<file path="config.mk">
export PLATFORM = sky130hd
export DESIGN_NAME = program_loader
export DESIGN_NICKNAME = d
export VERILOG_FILES = /design/src/rtl/program_loader_pkg.sv /design/src/rtl/program_loader_hold_timer.sv /design/src/rtl/program_loader.sv
export SDC_FILE = /design/constraint.sdc
export NUM_CORES = 1
export LEC_CHECK = 0
export ABC_CLOCK_PERIOD_IN_PS = 3400
export BUFFER_PORTS_ARGS = -buffer_cell sky130_fd_sc_hd__buf_4
export CAP_MARGIN = 20
export CORE_ASPECT_RATIO = 0.6
export CORE_MARGIN = 3
export CORE_UTILIZATION = 35
export CTS_CLUSTER_DIAMETER = 30
export CTS_CLUSTER_SIZE = 30
export DETAILED_ROUTE_END_ITERATION = 10
export SYNTH_ARGS = -nofsm -noshare
export SYNTH_HDL_FRONTEND = slang
export SYNTH_HIERARCHICAL = 1
export SYNTH_SLANG_ARGS = --single-unit
</file>
<file path="constraint.sdc">
create_clock -name clk_i -period 3.4 [get_ports clk_i]
set_input_delay 0.51 -clock clk_i [delete_from_list [all_inputs] [get_ports clk_i]]
set_output_delay 0.51 -clock clk_i [all_outputs]
set_load 0.02 [all_outputs]
</file>
<file path="src/rtl/program_loader_pkg.sv">
// program_loader_pkg: state encoding, widths and parameter defaults shared by the loader and its hold timer.
package program_loader_pkg;

  localparam int ADDR_W = 8;
  localparam int DATA_W = 8;
  localparam int unsigned DATA_HOLD_DEF = 2;
  localparam int unsigned CPU_RST_CYCLES_DEF = 4;

  typedef enum logic [2:0] {
    S_IDLE,
    S_WAIT,
    S_DATA,
    S_POST,
    S_RELEASE,
    S_CRST,
    S_DONE
  } state_e;

  // Timer load value for a wait of n cycles, since the timer counts down to and including zero.
  function automatic logic [3:0] ticks(input int unsigned n);
    return (n == 0) ? 4'd0 : 4'(n - 1);
  endfunction

endpackage

</file>
<file path="src/rtl/program_loader_hold_timer.sv">
// program_loader_hold_timer: 4-bit load/decrement counter with a zero flag.
module program_loader_hold_timer (
  input  logic       clk_i,
  input  logic       rst_ni,
  input  logic       load_i,
  input  logic [3:0] load_val_i,
  input  logic       dec_i,
  output logic       zero_o
);

  logic [3:0] cnt_q, cnt_d;

  always_comb cnt_d = load_i ? load_val_i : (dec_i && cnt_q != 4'd0) ? cnt_q - 4'd1 : cnt_q;

  always_ff @(posedge clk_i or negedge rst_ni)
    if (!rst_ni) cnt_q <= 4'd0;
    else cnt_q <= cnt_d;

  assign zero_o = cnt_q == 4'd0;

endmodule

</file>
<file path="src/rtl/program_loader.sv">
// program_loader: streams host bytes into CPU RAM through the halt-mode programming port, then resets the CPU.
// Defining LOADER_CHECKSUM_EN adds checksum_o, the mod-256 sum of bytes accepted since the last start.
module program_loader
  import program_loader_pkg::*;
#(
  parameter int unsigned DATA_HOLD      = DATA_HOLD_DEF,
  parameter int unsigned CPU_RST_CYCLES = CPU_RST_CYCLES_DEF
) (
  input  logic              clk_i,
  input  logic              rst_ni,
  input  logic              start_i,
  input  logic [ADDR_W-1:0] base_addr_i,
  input  logic [8:0]        len_i,
  input  logic [DATA_W-1:0] in_data_i,
  input  logic              in_valid_i,
  output logic              in_ready_o,
  output logic              halt_o,
  output logic              new_in_o,
  output logic [ADDR_W-1:0] program_addr_o,
  output logic [DATA_W-1:0] program_data_o,
  output logic              cpu_rst_o,
  output logic              busy_o,
  output logic              done_o
`ifdef LOADER_CHECKSUM_EN
  ,
  output logic [DATA_W-1:0] checksum_o
`endif
);

  state_e              state_q, state_d;
  logic [ADDR_W-1:0]   cur_q, cur_d;
  logic [8:0]          len_q, len_d;
  logic [8:0]          cnt_q, cnt_d;
  logic [DATA_W-1:0]   byte_q, byte_d;
  logic                tmr_load, tmr_dec, tmr_zero;
  logic [3:0]          tmr_val;
  logic                launch, take;
  logic                halt_d, new_in_d, in_ready_d, cpu_rst_d, busy_d, done_d;
  logic [ADDR_W-1:0]   program_addr_d;
  logic [DATA_W-1:0]   program_data_d;

  assign launch = state_q == S_IDLE && start_i;
  assign take   = state_q == S_WAIT && in_valid_i && in_ready_o;

  program_loader_hold_timer u_hold (
    .clk_i      (clk_i),
    .rst_ni     (rst_ni),
    .load_i     (tmr_load),
    .load_val_i (tmr_val),
    .dec_i      (tmr_dec),
    .zero_o     (tmr_zero)
  );

  always_comb begin
    state_d  = state_q;
    cur_d    = cur_q;
    len_d    = len_q;
    cnt_d    = cnt_q;
    byte_d   = byte_q;
    tmr_load = 1'b0;
    tmr_val  = 4'd0;
    tmr_dec  = 1'b0;
    case (state_q)
      S_IDLE: if (launch) begin
        cur_d   = base_addr_i;
        len_d   = len_i;
        cnt_d   = 9'd0;
        state_d = (len_i == 9'd0) ? S_DONE : S_WAIT;
      end
      S_WAIT: if (take) begin
        byte_d   = in_data_i;
        tmr_load = 1'b1;
        tmr_val  = ticks(DATA_HOLD);
        state_d  = S_DATA;
      end
      S_DATA: begin
        tmr_dec = 1'b1;
        state_d = tmr_zero ? S_POST : S_DATA;
      end
      S_POST: begin
        cur_d   = cur_q + 8'd1;
        cnt_d   = cnt_q + 9'd1;
        state_d = (cnt_q + 9'd1 == len_q) ? S_RELEASE : S_WAIT;
      end
      // RELEASE already counts as the first cpu_rst cycle.
      S_RELEASE: begin
        tmr_load = CPU_RST_CYCLES > 1;
        tmr_val  = ticks(CPU_RST_CYCLES - 1);
        state_d  = (CPU_RST_CYCLES > 1) ? S_CRST : S_DONE;
      end
      S_CRST: begin
        tmr_dec = 1'b1;
        state_d = tmr_zero ? S_DONE : S_CRST;
      end
      S_DONE:  state_d = S_IDLE;
      default: state_d = S_IDLE;
    endcase
  end

  // Outputs are decoded from the next state so every port comes straight from a flop.
  assign halt_d         = state_d inside {S_WAIT, S_DATA, S_POST};
  assign new_in_d       = state_d inside {S_WAIT, S_POST};
  assign in_ready_d     = state_d == S_WAIT;
  assign cpu_rst_d      = state_d inside {S_RELEASE, S_CRST};
  assign busy_d         = state_d != S_IDLE;
  assign done_d         = state_d == S_DONE;
  assign program_addr_d = new_in_d ? cur_d : '0;
  assign program_data_d = (state_d == S_DATA) ? byte_d : '0;

  always_ff @(posedge clk_i or negedge rst_ni)
    if (!rst_ni) begin
      state_q        <= S_IDLE;
      cur_q          <= '0;
      len_q          <= '0;
      cnt_q          <= '0;
      byte_q         <= '0;
      halt_o         <= 1'b0;
      new_in_o       <= 1'b0;
      in_ready_o     <= 1'b0;
      cpu_rst_o      <= 1'b0;
      busy_o         <= 1'b0;
      done_o         <= 1'b0;
      program_addr_o <= '0;
      program_data_o <= '0;
    end else begin
      state_q        <= state_d;
      cur_q          <= cur_d;
      len_q          <= len_d;
      cnt_q          <= cnt_d;
      byte_q         <= byte_d;
      halt_o         <= halt_d;
      new_in_o       <= new_in_d;
      in_ready_o     <= in_ready_d;
      cpu_rst_o      <= cpu_rst_d;
      busy_o         <= busy_d;
      done_o         <= done_d;
      program_addr_o <= program_addr_d;
      program_data_o <= program_data_d;
    end

`ifdef LOADER_CHECKSUM_EN
  logic [DATA_W-1:0] sum_q;

  always_ff @(posedge clk_i or negedge rst_ni)
    if (!rst_ni) sum_q <= '0;
    else sum_q <= launch ? '0 : take ? sum_q + in_data_i : sum_q;

  assign checksum_o = sum_q;
`endif

endmodule

</file>
Word-level counts from Yosys, hierarchy flattened
Index checks and enable logic that the tools add are counted.

Word-level logic and storage cells: 69. Latch bits: 0. Input port bits: 29. Bits in read-only memories: 0. Memories: 0. Bits in writable memories: 0. Bits in registers: 63.

Bitwise logic cells: 0. Reductions and logical operators: 17. Eq/ne operators: 13. Shifts and indexed selects: 0. Add/sub/neg operators: 3. Multiply operators: 0. Multiplexer cells: 22. Order comparisons: 0. Div/mod/pow operators: 0.

Operators with widths (number): 2-to-1 mux 8 bit (5); case mux 3 bit (6 select lines) (1); case mux 9 bit (2 select lines) (1); case mux 8 bit (2 select lines) (1); equality test 3 bit (second input constant) (5); equality test 3 x 2 -> 1 bit (second input constant) (4); 2-to-1 mux 3 bit (4); adder 9 x 1 -> 9 bit (second input constant) (1); equality test 9 bit (1); logical NOT 9 bit (1); 2-to-1 mux 9 bit (1); adder 8 x 1 -> 8 bit (second input constant) (1); 2-to-1 mux 4 bit (2); nonzero test 2 bit (4); equality test 3 x 1 -> 1 bit (second input constant) (2); nonzero test 3 bit (2); logical AND 1 bit (4); logical NOT 4 bit (1); 2-to-1 mux 1 bit (4); case mux 2 bit (2 select lines) (1); AND reduction 2 bit (2); nonzero test 4 bit (1); subtractor 4 x 1 -> 4 bit (second input constant) (1); logical NOT 3 bit (1); 4 further kinds (4).

Logic depth before layout (Yosys ltp)
Word-level depth: 8. Depth in mapped cells: 9. Depth with buffers taken out: 8.

Cells and area by module
Netlist, hierarchy kept.

Modules (own cells, without submodules): program_loader (area each 2882.8 um2, cells an instance 280, times used 1); program_loader_hold_timer (area each 270.3 um2, cells an instance 27, times used 1).

Least setup slack after synthesis
No wires, ideal clock.

Path kind: register -> register. From: register cnt_q[0] (netlist name). To: register program_addr_o[6]. Clock period less this slack: 2.345 ns. Arrival time: 2.224 ns. Library setup time: 0.120 ns. Stages on the path, launching flop included: 9. Path slack: 1.055 ns. Cells stage by stage: dfrtp_1 > ha_1 > buf_2 > and4b_1 > a2111oi_4 > nor3_1 > or4_4 > buf_6 > and4_1.

RTL lines: end signal: assignment (RTL line program_loader.sv:137) `program_addr_o <= program_addr_d;`; end: declaration (RTL line program_loader.sv:19) `output logic [ADDR_W-1:0] program_addr_o,`.

Worst setup path after layout
From: register state_q[0]. To: register program_data_o[7].

Longest elaborated chain between the ends: 7. Elaborated cells on any way between the ends: 16. Those cells by class: eq/ne (6); mux (6); reduce/logical (4).

Ends and longest elaborated chain: start: declaration (RTL line program_loader.sv:30) `state_e state_q, state_d;`; start signal: assignment (RTL line program_loader.sv:126) `state_q <= state_d;`; equality test 3 x 1 -> 1 bit (RTL line program_loader.sv:43, program_loader.sv:63); logical AND 1 bit (2 in a row) (RTL line program_loader.sv:43) `assign take = state_q == S_WAIT && in_valid_i && in_ready_o;`; 2-to-1 mux 3 bit (RTL line program_loader.sv:70) `S_WAIT: if (take) begin`; case mux 3 bit (6 select lines) (RTL line program_loader.sv:63) `case (state_q)`; equality test 3 x 2 -> 1 bit (RTL line program_loader.sv:108) `assign program_data_d = (state_d == S_DATA) ? byte_d : '0;`; 2-to-1 mux 8 bit (*) (RTL line program_loader.sv:108); net program_data_d[7] (RTL line program_loader.sv:40) `logic [DATA_W-1:0] program_data_d;`; end signal: assignment (RTL line program_loader.sv:138) `program_data_o <= program_data_d;`; end: declaration (RTL line program_loader.sv:20) `output logic [DATA_W-1:0] program_data_o,`.

Mark *: on every way through the listed nets, which the timed path passes. The rest lies on a longest branch. A chain may end at the register's enable or synchronous reset.

==> results.md <==
* Data arrival, critical path at 2.87 ns
* Tightest Hold Check Type: in -> async
* Post-synth top area share at 0.500
* Reg-to-reg startpoint: state_q[0]
* Routed length per instance at 16.3 um
* Crit path capture type: register
* Peak VDD IR at 0.397 mV
* Final hold violations at 0
* First-pass DRT Iterations at 5
* Post-Syn Area per Cell at 10.3 um2
* Area delta synth->final at 21.9%
* Clock Latency Late Sink at 0.33 ns
* Fraction of registers with async set/reset at 1.00
* Cts hold-fix bufs at 0
* Post-synthesis cell type count at 59
* Tcrit/Tclk final at 0.772
* Fillers at 812
* Reg area at 1580 um2
* Vias in the first global route at 2374
* Area of the multi-input gates at 1460 um2
* Final hold slack at 0.260 ns
* Hpwl dp at 5.36 mm
* CP Data Required Time at 3.65 ns
* PortBufs at 50
* Commonest non-fill, non-tap cells in the layout: 63 x dfrtp_1, 55 x nand2_1, 52 x buf_4
* Root buffer cell: clkbuf_16
* Layout cell share with drive strength beyond 1 at 0.251
* CTS sink count at 63
* Slew Viols, Final at 0
* Clk_skew at 0.00888 ns
* R2R cell count at 5
* CTS tree: done
* Initial Util at 0.366
* DRT Wirelength at 7.62 mm
* Antenna viol nets, final at 0
* Post-synth top area cell: dfrtp_1
* Worst Tran Pin Value at 0.847 ns
* Final setup vio count at 0
* Minimum clock period at 2.62 ns
* Vias per inst at 5.27
* Maximum buffer depth of the clock tree at 2
* DRC at 0
* Primary flip-flop cell chosen by synthesis mapping: dfrtp_1
* RR Endpoint: program_data_o[7]
* Seq/Total Area, Yosys at 0.500
* Gpl congestion at 0.834
* RSZ-0062 raised after global routing: false
* Startpoint types: register
* GR Overflow Total at 0
* Synth Cell Area at 3150 um2
* Relative slew margins at 0.433
* Synth warn at 6
* #FFs+latches synth at 63
* Run status: finished clean
* TritonCTS buffer count at 9
* Die width at 129 um
* Synth Instances at 307
* Most common cell after layout, fill and taps aside: dfrtp_1
* Fmax at 381 MHz
* Initial antenna violation count at 0
* H-Tree Depth at 3
* CTS resizes at 0
* Die area at 10200 um2
* Max_cap viols at 0
* Crit path max fanout at 12
* Post-CTS Setup Bufs at 0
* Total number of vias at 2459
* Flop-to-flop setup slack at 0.78 ns
* Initial drt markers at 193
* First-pass GRT wire length at 12.5 mm
* Largest net degree at the start of global routing at 64
* Overall routing resource usage at 0.159
* Synth area leaders: dfrtp_1 50%, nand2_1 6.5%, o21ai_0 3.0%, mux2_2 2.9%, nor2b_1 2.0%
* TNS Setup at 0 ns
* Layout Nets at 384
* Antenna cells at 0
* Row count at 26
* Area of the core at 8620 um2
* Post-synth EDFFs at 0
* Reg clk slew, reported paths at 0.05 ns
* Die H at 79.5 um
* CP Class: reg -> reg
* PwrDens at 875 nW/um2
* Io pins at 51
* Pleak at 1.76 nW
-- state kept, by name, indices dropped and copies added, names as in the netlist, 3 cells and up --
register        cells
byte_q              8
cnt_q               9
cur_q               8
len_q               9
program_addr_o      8
program_data_o      8
state_q             3
u_hold/cnt_q        4
-- through the flow --
step	util	total power, W	cells	cell area (um2)	setup WS [ns]
finish	0.446	0.00336	467	3840	0.776
global route	0.446	0.00360	467	3840	0.473
CTS	0.446	0.00338	467	3840	0.730
detailed placement	0.415	0.00254	453	3580	0.743
global placement	0.415	0.00253	453	3580	0.902
floorplan	-	0.00214	308	3160	1.06
-- where the power goes --
| group | switching (W) | leakage [nW] | internal [W] | total [W] |
|---|---|---|---|---|
| logic | 0.000716 | 0.820 | 0.000565 | 0.00128 |
| registers | 0.000231 | 0.810 | 0.00102 | 0.00126 |
| clock network | 0.000322 | 0.127 | 0.000504 | 0.000826 |
-- worst max-delay path, stage by stage (launching register included) --
cell and delay [ns]:
dfrtp_1 0.51, or4b_1 0.76, nor4_1 0.52, or3_1 0.29
nand4_2 0.26, nor2b_1 0.21
-- logic make-up after synthesis --
family	after synthesis	synth area share
muxes	8	0.0286
and+or+nand+nor	138	0.250
xor gates and xnor gates	11	0.0306
adders and majority gates	3	0.0119
AOI/OAI and AO/OA	60	0.139
buffers and inverters	23	0.0393
DFF	63	0.500
other	1	0.00119
-- synthesized netlist by cell type (6+ instances only) --
library cell,n
dfrtp_1,63
nand2_1,55
o21ai_0,19
nor2_1,11
nor2b_1,10
a21oi_1,8
mux2_2,8
and4_1,7
nand3_1,7
a221o_1,6
buf_2,6
clkbuf_1,6
nor3_1,6
xor2_1,6
-- how the worst max path moves through the flow --
stage                from                 to  slack, ns  cells after the start
6_report       state_q[0]  program_data_o[7]       0.78                      5
5_1_grt        state_q[0]  program_data_o[7]       0.47                      5
4_1_cts        state_q[1]  program_data_o[1]       0.73                      5
3_5_place_dp      start_i  program_data_o[7]       0.74                      6
3_3_place_gp      start_i  program_data_o[0]       0.90                      6
2_1_floorplan    cnt_q[0]  program_addr_o[6]       1.06                      8
-- metal layers --
metal | part of all wire | GRT usage
met1 | 0.53 | 0.249
met4 | 0.00053 | 0.0440
met5 | 0 | 0
met3 | 0.051 | 0.0468
met2 | 0.42 | 0.208
-- layout make-up --
cell class / instances / share of cell area
Sequential cell: 63 / 0.410
Multi-Input combinational cell: 222 / 0.379
Timing Repair Buffer: 52 / 0.102
Clock buffer: 11 / 0.0632
Tap cell: 112 / 0.0365
Clock inverter: 3 / 0.00554
Inverter: 4 / 0.00391
(Power assumes the default switching activity.)
